[src/rtl/ram_mp_if.sv]
// Bus bundle for the multi-read-port RAM: one write port, NRD read ports, status.
interface ram_mp_if #(
  parameter int unsigned DW  = 8,
  parameter int unsigned AW  = 3,
  parameter int unsigned NRD = 2
);
  logic                we;
  logic [AW-1:0]       waddr;
  logic [DW-1:0]       wdata;
  logic [DW/8-1:0]     wbe;
  logic [NRD-1:0]      re;
  logic [NRD*AW-1:0]   raddr;
  logic [NRD*DW-1:0]   rdata;
  logic [NRD-1:0]      rvalid;
  logic                busy;

  modport master (
    output we, waddr, wdata, wbe, re, raddr,
    input  rdata, rvalid, busy
  );

  modport slave (
    input  we, waddr, wdata, wbe, re, raddr,
    output rdata, rvalid, busy
  );
endinterface

[src/rtl/ram_mp.sv]
// Multi-read-port RAM with byte-masked write, selectable read latency,
// read-during-write policy and a post-reset clear engine.
module ram_mp #(
  parameter int unsigned   DW       = 8,
  parameter int unsigned   AW       = 3,
  parameter int unsigned   NRD      = 2,
  parameter int unsigned   RD_LAT   = 1,
  parameter int unsigned   RDW_MODE = 0,
  parameter logic [DW-1:0] INIT_VAL = '0
) (
  input  logic     clk,
  input  logic     rst,
  ram_mp_if.slave  bus
);

  localparam int unsigned DEPTH = 2 ** AW;
  localparam int unsigned NB    = DW / 8;

  typedef enum logic {
    CLEAR = 1'b0,
    RUN   = 1'b1
  } state_e;

  state_e              state_q, state_d;
  logic [AW-1:0]       cnt_q, cnt_d;
  logic                busy_c;
  logic                wr_en_c;
  logic [DW-1:0]       mem_q [DEPTH];

  logic [AW-1:0]       ra_c;
  logic [DW-1:0]       old_c;
  logic [DW-1:0]       merged_c;
  logic [NRD*DW-1:0]   rd_data_c;
  logic [NRD-1:0]      rd_en_c;

  // State register and clear counter
  always_ff @(posedge clk) begin
    if (rst) begin
      state_q <= CLEAR;
      cnt_q   <= '0;
    end else begin
      state_q <= state_d;
      cnt_q   <= cnt_d;
    end
  end

  // Next state: walk the counter through every entry, then run
  always_comb begin
    state_d = state_q;
    cnt_d   = cnt_q;
    if (state_q == CLEAR) begin
      cnt_d = cnt_q + AW'(1);
      if (cnt_q == AW'(DEPTH - 1)) begin
        state_d = RUN;
      end
    end
  end

  // Output decode: busy for the whole clear sweep
  always_comb begin
    busy_c = (state_q == CLEAR);
  end

  assign bus.busy = busy_c;
  assign wr_en_c  = bus.we & ~busy_c & ~rst;

  // Storage: clear engine has priority, user writes only while running
  always_ff @(posedge clk) begin
    if (!rst && busy_c) begin
      mem_q[cnt_q] <= INIT_VAL;
    end else if (wr_en_c) begin
      for (int unsigned b = 0; b < NB; b++) begin
        if (bus.wbe[b]) begin
          mem_q[bus.waddr][8*b +: 8] <= bus.wdata[8*b +: 8];
        end
      end
    end
  end

  // Per-port read source, optionally forwarding the byte-merged write data
  always_comb begin
    rd_data_c = '0;
    rd_en_c   = '0;
    ra_c      = '0;
    old_c     = '0;
    merged_c  = '0;
    for (int unsigned p = 0; p < NRD; p++) begin
      ra_c     = bus.raddr[p*AW +: AW];
      old_c    = mem_q[ra_c];
      merged_c = old_c;
      for (int unsigned b = 0; b < NB; b++) begin
        if (bus.wbe[b]) begin
          merged_c[8*b +: 8] = bus.wdata[8*b +: 8];
        end
      end
      if ((RDW_MODE == 1) && bus.we && !busy_c && (ra_c == bus.waddr)) begin
        rd_data_c[p*DW +: DW] = merged_c;
      end else begin
        rd_data_c[p*DW +: DW] = old_c;
      end
      rd_en_c[p] = bus.re[p] & ~busy_c;
    end
  end

  if (RD_LAT == 0) begin : g_lat0
    assign bus.rdata  = rd_data_c;
    assign bus.rvalid = rd_en_c;
  end else begin : g_lat1p
    logic [NRD*DW-1:0] s1_data_q, s1_data_d;
    logic [NRD-1:0]    s1_valid_q;

    // Stage 1 data holds unless its port issued a read
    always_comb begin
      s1_data_d = s1_data_q;
      for (int unsigned p = 0; p < NRD; p++) begin
        if (rd_en_c[p]) begin
          s1_data_d[p*DW +: DW] = rd_data_c[p*DW +: DW];
        end
      end
    end

    // Stage 1 output register
    always_ff @(posedge clk) begin
      if (rst) begin
        s1_data_q  <= '0;
        s1_valid_q <= '0;
      end else begin
        s1_data_q  <= s1_data_d;
        s1_valid_q <= rd_en_c;
      end
    end

    if (RD_LAT == 1) begin : g_lat1
      assign bus.rdata  = s1_data_q;
      assign bus.rvalid = s1_valid_q;
    end else begin : g_lat2
      logic [NRD*DW-1:0] s2_data_q;
      logic [NRD-1:0]    s2_valid_q;

      // Stage 2 copies stage 1 every cycle
      always_ff @(posedge clk) begin
        if (rst) begin
          s2_data_q  <= '0;
          s2_valid_q <= '0;
        end else begin
          s2_data_q  <= s1_data_q;
          s2_valid_q <= s1_valid_q;
        end
      end

      assign bus.rdata  = s2_data_q;
      assign bus.rvalid = s2_valid_q;
    end
  end

endmodule
[src/flat_wrapper.sv]
// flat-port wrapper written by rule: the top's interface ports become plain ports
module ram_mp_flat 
#(
  parameter int unsigned   DW       = 8,
  parameter int unsigned   AW       = 3,
  parameter int unsigned   NRD      = 2,
  parameter int unsigned   RD_LAT   = 1,
  parameter int unsigned   RDW_MODE = 0,
  parameter logic [DW-1:0] INIT_VAL = '0
)
  (clk, rst, bus_we, bus_waddr, bus_wdata, bus_wbe, bus_re, bus_raddr, bus_rdata, bus_rvalid, bus_busy);
  ram_mp_if #(.DW(DW), .AW(AW), .NRD(NRD)) bus_i ();
  input  logic clk;
  input  logic rst;
  input wire logic [$bits(bus_i.we)-1:0] bus_we;
  input wire logic [$bits(bus_i.waddr)-1:0] bus_waddr;
  input wire logic [$bits(bus_i.wdata)-1:0] bus_wdata;
  input wire logic [$bits(bus_i.wbe)-1:0] bus_wbe;
  input wire logic [$bits(bus_i.re)-1:0] bus_re;
  input wire logic [$bits(bus_i.raddr)-1:0] bus_raddr;
  output wire logic [$bits(bus_i.rdata)-1:0] bus_rdata;
  output wire logic [$bits(bus_i.rvalid)-1:0] bus_rvalid;
  output wire logic [$bits(bus_i.busy)-1:0] bus_busy;
  assign bus_i.we = bus_we;
  assign bus_i.waddr = bus_waddr;
  assign bus_i.wdata = bus_wdata;
  assign bus_i.wbe = bus_wbe;
  assign bus_i.re = bus_re;
  assign bus_i.raddr = bus_raddr;
  assign bus_rdata = bus_i.rdata;
  assign bus_rvalid = bus_i.rvalid;
  assign bus_busy = bus_i.busy;
  ram_mp #(.DW(DW), .AW(AW), .NRD(NRD), .RD_LAT(RD_LAT), .RDW_MODE(RDW_MODE), .INIT_VAL(INIT_VAL)) u_core (.clk(clk), .rst(rst), .bus(bus_i));
endmodule
[config.mk]
export PLATFORM = sky130hd
export DESIGN_NAME = ram_mp_flat
export DESIGN_NICKNAME = d
export VERILOG_FILES = /design/src/rtl/ram_mp_if.sv /design/src/rtl/ram_mp.sv /design/src/flat_wrapper.sv
export SDC_FILE = /design/constraint.sdc
export NUM_CORES = 1
export LEC_CHECK = 0
export BUFFER_PORTS_ARGS = -buffer_cell sky130_fd_sc_hd__buf_2
export CAP_MARGIN = 40
export CORE_UTILIZATION = 45
export CTS_BUF_LIST = sky130_fd_sc_hd__clkbuf_16
export DETAILED_ROUTE_END_ITERATION = 6
export PLACE_DENSITY = 0.62
export SLEW_MARGIN = 20
export SYNTH_ARGS = -nofsm -noshare
export SYNTH_HDL_FRONTEND = slang
export SYNTH_SLANG_ARGS = --single-unit
[constraint.sdc]
create_clock -name clk -period 6.31 [get_ports clk]
set_input_delay 1.893 -clock clk [delete_from_list [all_inputs] [get_ports clk]]
set_output_delay 1.893 -clock clk [all_outputs]
set_load 0.01 [all_outputs]
==> summary.md, run 1 <==
| Metric | Value |
|---|---|
| Ports | `42` |
| Register area share after synthesis | `60.1%` |
| P per Cell Area | `270 nW/um^2` |
| Combinational power share | `6.9%` |
| GP Congestion | `0.848` |
| Share of layout cells above drive strength 1 | `17.2%` |
| Yosys cell types | `26` |
| CP Class | `in -> reg` |
| Measured slew at the worst slew-check pin | `0.741 ns` |
| CTS resizes | `0` |
| Largest net degree at the start of global routing | `26` |
| Die X | `95.5 um` |
| CTS Hold Bufs | `0` |
| H-tree Lvls | `3` |
| Die H | `95.5 um` |
| Max-cap violation count | `0` |
| Worst Setup Start Kind | `input port` |
| Routed vias | `2566` |
| Hold Vio Cnt, Final | `0` |
| 1st-iter DRT viols | `142` |
| IR drop worst, VDD | `0.142 mV` |
| Crit-path cells | `buf_2 -> and4b_1 -> mux2i_4 -> nand2b_1 -> nor2_1` |
| Multi-input combinational cell area | `1450 um^2` |
| Hold Worst Slack | `0.490 ns` |
| Clock buffer depth | `2` |
| Core Rows | `33` |
| Wire length per cell | `21.5 um` |
| Fillers | `708` |
| Status | `finished, final reports clean` |
| #FFs+latches synth | `86` |
| Clock Sinks | `86` |
| Initial antenna violation count | `0` |
| Post-route core utilization | `53.9%` |
| GRT Overall Usage | `23.0%` |
| Net Switching | `0.261 mW` |
| RSZ-0062 raised after global routing | `false` |
| Post-Syn Area | `3930 um^2` |
| Final wirelength | `9670 um` |
| Design area | `4500 um^2` |
| CTS buffer count | `9` |
| Synthesis-to-finish area growth | `14.4%` |
| Max Clock Freq | `258 MHz` |
| Clk pin slew, worst setup/hold paths | `0.06 ns` |
| Worst Skew | `0.00520 ns` |
| Max-slew headroom | `50.5%` |
| Worst-Skew Late Latency | `0.33 ns` |
| P_int | `0.954 mW` |
| Total power | `1.22 mW` |
| DRT antenna net count | `0` |
| Setup TNS | `0 ns` |
| Clk pwr share | `41.3%` |
| Post-synthesis cell count | `304` |
| Nets | `364` |
| Pre-antenna DRT Iters | `4` |
| Warnings from Yosys | `0` |
| Vias/cell | `5.71` |
| DP HPWL | `6880 um` |
| Part of the power in registers | `51.8%` |
| Register area | `2360 um^2` |
| Initial core utilization | `47.1%` |
| Tcrit/Tclk final | `61.4%` |
| DR DRC count | `0` |
| Critical-path maximum fanout | `25` |
| Dpl ws | `2.10 ns` |
| Die Footprint | `9110 um^2` |
| Placed cell count | `433` |
| Leak | `1.66 nW` |
| Slowest stage delay, CP | `0.64 ns` |
| GRT overflow | `0` |
| Syn nets | `329` |
| Crit path DAT | `3.83 ns` |
| First-pass GRT wire length | `14600 um` |
| N_diodes | `0` |
| Post-DP Area | `4210 um^2` |
| Worst min-delay path category | `reg -> reg` |
| Port Buffers | `41` |
| Core ar. | `8340 um^2` |
| Period minus WS final | `3.87 ns` |
| Final setup viols | `0` |
| Root Driver | `clkbuf_16` |
| Sw Share | `21.5%` |
| Min setup slack post-route | `2.44 ns` |
| Worst setup EP type | `flip-flop` |
| Worst Path Required | `6.27 ns` |
| Avg Inst Size Synth | `12.9 um^2` |
| Slew Limit Fails | `0` |
| Slowest cell on the critical path | `and4b_1` |
| Post-CTS setup buffer count | `0` |
| Non-Filler Instances | `449` |
| Vias in the first global route | `2495` |
| CTS tree | `yes` |
## flip-flops by register name (all words and copies together) (netlist names)
register,cells
u_core.mem_q,64
u_core.state_q,1
u_core.bus.rdata,16
u_core.cnt_q,3
u_core.bus.rvalid,2
## area by class of cell
class                      count  share of cell area [%]
clock inverter                 7                    1.28
clock buffer                   9                    5.01
tap                          105                    2.92
timing repair buffer          45                    6.01
sequential                    86                    52.5
inverter                       1                  0.0835
multi-input combinational    196                    32.1
## routing by layer
layer | GRT usage, % | wire length, um | up-vias | share of wire (%)
met5 | 0 | 0 | - | 0
met4 | 8.96 | 179 | 0 | 1.9
met3 | 4.70 | 410 | 10 | 4.2
met2 | 37.9 | 4870 | 77 | 50
met1 | 29.7 | 4210 | 1266 | 44
li1 | - | - | 1213 | -
## power by group through the flow
stage	clock network (mW)	logic (mW)	registers (mW)
detailed placement	0	0.0829	0.641
global route	0.535	0.0907	0.630
floorplan	0	0.0599	0.637
global placement	0	0.0782	0.641
CTS	0.510	0.0832	0.629
finish	0.502	0.0841	0.629
## placed cells by master (no fill, tap or decap), types with 2 or more instances in the layout
master,n
a21oi_1,16
a22oi_1,32
and2_1,12
buf_16,2
buf_2,43
clkbuf_16,9
clkinv_1,2
dfxtp_1,22
edfxtp_1,64
ha_1,2
inv_1,3
mux2i_1,66
mux2i_4,2
nand2_1,4
nand2b_1,3
nor2_1,29
nor2b_1,4
nor3_1,18
nor3b_1,2
## cells by family after synthesis
logic type	Yosys count	synth area share, %
xor gates and xnor gates	1	0.223
and+or+nand+nor	75	9.48
AOI/OAI and AO/OA	50	8.47
buffers and inverters	22	3.15
DFF	86	60.1
muxes	68	18.0
adders and majority gates	2	0.636
## cell usage after synthesis, drive strengths merged
library cell / count / area (um^2)
a21o: 1 / 7.51
nand2: 4 / 15.0
ha: 2 / 25.0
dfxtp: 22 / 440
nand4b: 1 / 8.76
nor2b: 4 / 25.0
mux2i: 68 / 706
nand2b: 3 / 18.8
edfxtp: 64 / 1920
nor2: 29 / 109
buf: 17 / 105
inv: 1 / 3.75
and4b: 1 / 10.0
and2: 12 / 75.1
xor2: 1 / 8.76
clkbuf: 4 / 15.0
o21ai: 1 / 5.00
nor3: 18 / 90.1
a21oi: 16 / 80.1
nand4: 1 / 6.26
nor3b: 2 / 15.0
a22oi: 32 / 240
## worst paths after layout
check                                    startpoint  slack, ns  cells past startpoint             endpoint
worst min-delay path            u_core.bus.rdata[1]       0.49                      2  u_core.bus.rdata[1]
worst max-delay path                            rst       2.44                      5   u_core.mem_q[4][6]
worst max register to register       u_core.state_q       3.71                      4   u_core.mem_q[4][6]
worst min register to register  u_core.bus.rdata[1]       0.49                      2  u_core.bus.rdata[1]
## critical path: cells and delay by family
family | cells | cell delay, ns
simple gates | 3 | 1.29
buf+inv | 1 | 0.24
mux | 1 | 0.39
Note: power is estimated with default switching activity, not from simulation.
==> run 2, diff against run 1 <==
--- a/config.mk
+++ b/config.mk
@@ -5,12 +5,13 @@
 export SDC_FILE = /design/constraint.sdc
 export NUM_CORES = 1
 export LEC_CHECK = 0
+export ABC_AREA = 1
 export BUFFER_PORTS_ARGS = -buffer_cell sky130_fd_sc_hd__buf_2
 export CAP_MARGIN = 40
 export CORE_UTILIZATION = 45
 export CTS_BUF_LIST = sky130_fd_sc_hd__clkbuf_16
 export DETAILED_ROUTE_END_ITERATION = 6
-export PLACE_DENSITY = 0.62
+export PLACE_DENSITY = 0.64
 export SLEW_MARGIN = 20
 export SYNTH_ARGS = -nofsm -noshare
 export SYNTH_HDL_FRONTEND = slang
==> constraint.sdc (replaced) <==
create_clock -name clk -period 3.32 [get_ports clk]
set_input_delay 0.996 -clock clk [delete_from_list [all_inputs] [get_ports clk]]
set_output_delay 0.996 -clock clk [all_outputs]
set_load 0.01 [all_outputs]
==> run 2 against run 1 <==
The flow now finishes with violations (design-rule violations). Global-route usage grew 2.1 points. Sequential share of layout area shrank 3.7 points. Wire length grew 21%. Clock power grew 100%. Total power grew 100%. Synthesized area grew 8.0%. Cell area grew 7.5%. Register-to-register slack lost 2.7 ns. Clock-buffer cell count is the same. Flip-flop and latch count is the same. Non-clock buffer count grew 8. Largest cell class unchanged.
==> summary.md, run 2 <==
| Metric | Value |
|---|---|
| CP Class | `in -> reg` |
| Crit path DAT | `2.56 ns` |
| Die X | `99.1 um` |
| Initial antenna violation count | `0` |
| EDFF count, synth | `64` |
| CTS buffer count | `9` |
| #FFs+latches synth | `86` |
| Die H | `99.1 um` |
| H-tree Lvls | `3` |
| R2R setup slack | `1.06 ns` |
| Leak | `2.34 nW` |
| Setup TNS | `0 ns` |
| CTS resizes | `0` |
| Fillers | `856` |
| Area contributors post-synth | `edfxtp_1 (45%), nand2_1 (14%), nand3_1 (11%), dfxtp_1 (10%), inv_1 (7.2%)` |
| Final setup viols | `0` |
| Warnings from Yosys | `0` |
| Critical-path maximum fanout | `19` |
| Port Buffers | `41` |
| P per Cell Area | `502 nW/um^2` |
| Clock Sinks | `86` |
| Slowest stage delay, CP | `0.50 ns` |
| DP HPWL | `8290 um` |
| N_diodes | `0` |
| Worst min-delay path category | `reg -> reg` |
| Final wirelength | `11700 um` |
| Commonest non-fill, non-tap cell in the layout | `nand2_1` |
| Tcrit/Tclk final | `78.0%` |
| Total power | `2.43 mW` |
| Post-DP Area | `4540 um^2` |
| Period minus WS final | `2.59 ns` |
| FF-to-FF path depth | `4` |
| Slowest cell on the critical path | `nor2_1` |
| Most flops, register | `u_core.mem_q` |
| Hold Vio Cnt, Final | `0` |
| Crit-path cells | `buf_2 -> inv_4 -> nand4_4 -> o21ai_0 -> nand2_2 -> nor2_1` |
| Wire length per cell | `17.5 um` |
| CTS Hold Bufs | `0` |
| RR Startpoint | `u_core.state_q` |
| Clk pin slew, worst setup/hold paths | `0.06 ns` |
| GRT overflow | `0` |
| Die Footprint | `9830 um^2` |
| RSZ-0062 raised after global routing | `false` |
| Synth top area share | `45.3%` |
| DRT antenna net count | `0` |
| Measured slew at the worst slew-check pin | `0.675 ns` |
| Design area | `4830 um^2` |
| Yosys cell types | `21` |
| Syn nets | `541` |
| Asr flop ratio synth | `0%` |
| Synthesis-to-finish area growth | `13.8%` |
| Vias/cell | `5.37` |
| Worst-Skew Late Latency | `0.34 ns` |
| Post-Syn Area | `4250 um^2` |
| Hold depth | `2` |
| Routed vias | `3589` |
| Vias in the first global route | `3408` |
| Core ar. | `9200 um^2` |
| Worst Skew | `0.00687 ns` |
| Worst Setup Start Kind | `input port` |
| R2r endpoint | `u_core.mem_q[1][0]` |
| Worst Hold Endpoint | `u_core.cnt_q[1]` |
| Most frequent cells in the layout | `nand2_1 (153), nand3_1 (96), inv_1 (82), edfxtp_1 (64), buf_2 (41)` |
| Worst hold start | `u_core.cnt_q[1]` |
| Area leader, netlist | `edfxtp_1` |
| Register area share after synthesis | `55.6%` |
| Worst setup EP type | `flip-flop` |
| DR DRC count | `1` |
| Nets | `578` |
| Pre-antenna DRT Iters | `7` |
| Slew Limit Fails | `0` |
| Max Clock Freq | `386 MHz` |
| Post-CTS setup buffer count | `0` |
| GRT Overall Usage | `25.1%` |
| Clock buffer depth | `2` |
| Post-synth top cells | `nand2_1 (153), nand3_1 (96), inv_1 (82)` |
| First-pass GRT wire length | `18400 um` |
| Largest net degree at the start of global routing | `33` |
| Top-count cell post-synth | `nand2_1` |
| Max reg flops | `64` |
| IR drop worst, VDD | `0.229 mV` |
| Post-route core utilization | `52.6%` |
| Initial core utilization | `46.2%` |
| Status | `complete, but fails checks` |
| Avg Inst Size Synth | `8.23 um^2` |
| Post-synth top flop | `edfxtp_1` |
| GP Congestion | `0.890` |
| Violated checks | `design-rule violations` |
| Ports | `42` |
| Multi-input combinational cell area | `1410 um^2` |
| Post-synthesis cell count | `516` |
| CTS tree | `yes` |
| Worst Path Required | `3.29 ns` |
| Core Rows | `35` |
| 1st-iter DRT viols | `415` |
| Share of layout cells above drive strength 1 | `13.8%` |
| Max-slew headroom | `54.9%` |
| Register area | `2360 um^2` |
| Max-cap violation count | `0` |
| Root Driver | `clkbuf_16` |
[run 2: critical path: cells and delay by family]
kind | cells | cell delay (ns)
simple gates | 3 | 0.94
compound gates | 1 | 0.33
buf+inv | 2 | 0.29
[run 2: area by class of cell]
| cell class | instances | share of cell area [%] |
|---|---|---|
| timing repair buffer | 53 | 6.11 |
| clock inverter | 6 | 1.48 |
| multi-input combinational | 316 | 29.2 |
| tap | 111 | 2.87 |
| inverter | 87 | 6.81 |
| clock buffer | 9 | 4.66 |
| sequential | 86 | 48.9 |
[run 2: through the flow]
| step | cells | setup slack [ns] | hold slack (ns) |
|---|---|---|---|
| floorplan | 516 | 1.03 | 0.448 |
| finish | 668 | 0.731 | 0.532 |
| detailed placement | 653 | 0.401 | 0.521 |
| global placement | 653 | 0.428 | 0.518 |
| CTS | 668 | 0.751 | 0.534 |
| global route | 668 | 0.560 | 0.570 |
[run 2: kinds of logic (layout without fill, tap and decap cells)]
| kind of cell | after synthesis | count (layout) | share of synthesized area, % |
|---|---|---|---|
| adders and majority gates | 2 | 2 | 0.589 |
| DFF | 86 | 86 | 55.6 |
| xor gates and xnor gates | 1 | 1 | 0.206 |
| buffers and inverters | 114 | 155 | 11.1 |
| and+or+nand+nor | 272 | 272 | 27.3 |
| AOI/OAI and AO/OA | 41 | 41 | 5.10 |
[run 2: how the worst max path moves through the flow]
stage                    endpoint  depth (start not counted)  start  slack [ns]
3_5_place_dp   u_core.mem_q[1][2]                          6    rst        0.40
6_report       u_core.mem_q[1][0]                          6    rst        0.73
5_1_grt        u_core.mem_q[1][0]                          6    rst        0.56
4_1_cts        u_core.mem_q[1][0]                          6    rst        0.75
3_3_place_gp   u_core.mem_q[1][5]                          6    rst        0.43
2_1_floorplan  u_core.mem_q[1][0]                          6    rst        1.03
[run 2: per-layer routing]
layer  up-vias  GRT usage, %  routed length [um]
li1       1720             -                   -
met1      1600          36.1                5200
met2       236          38.1                5210
met3        33          3.30                 926
met4         0          11.2                 352
met5         -             0                   0
[run 2: report_power, final]
part	leakage [nW]	internal (mW)	switching, mW	total, mW
clock	0.139	0.585	0.432	1.02
combinational	1.35	0.0719	0.158	0.230
sequential	0.844	1.17	0.00908	1.18
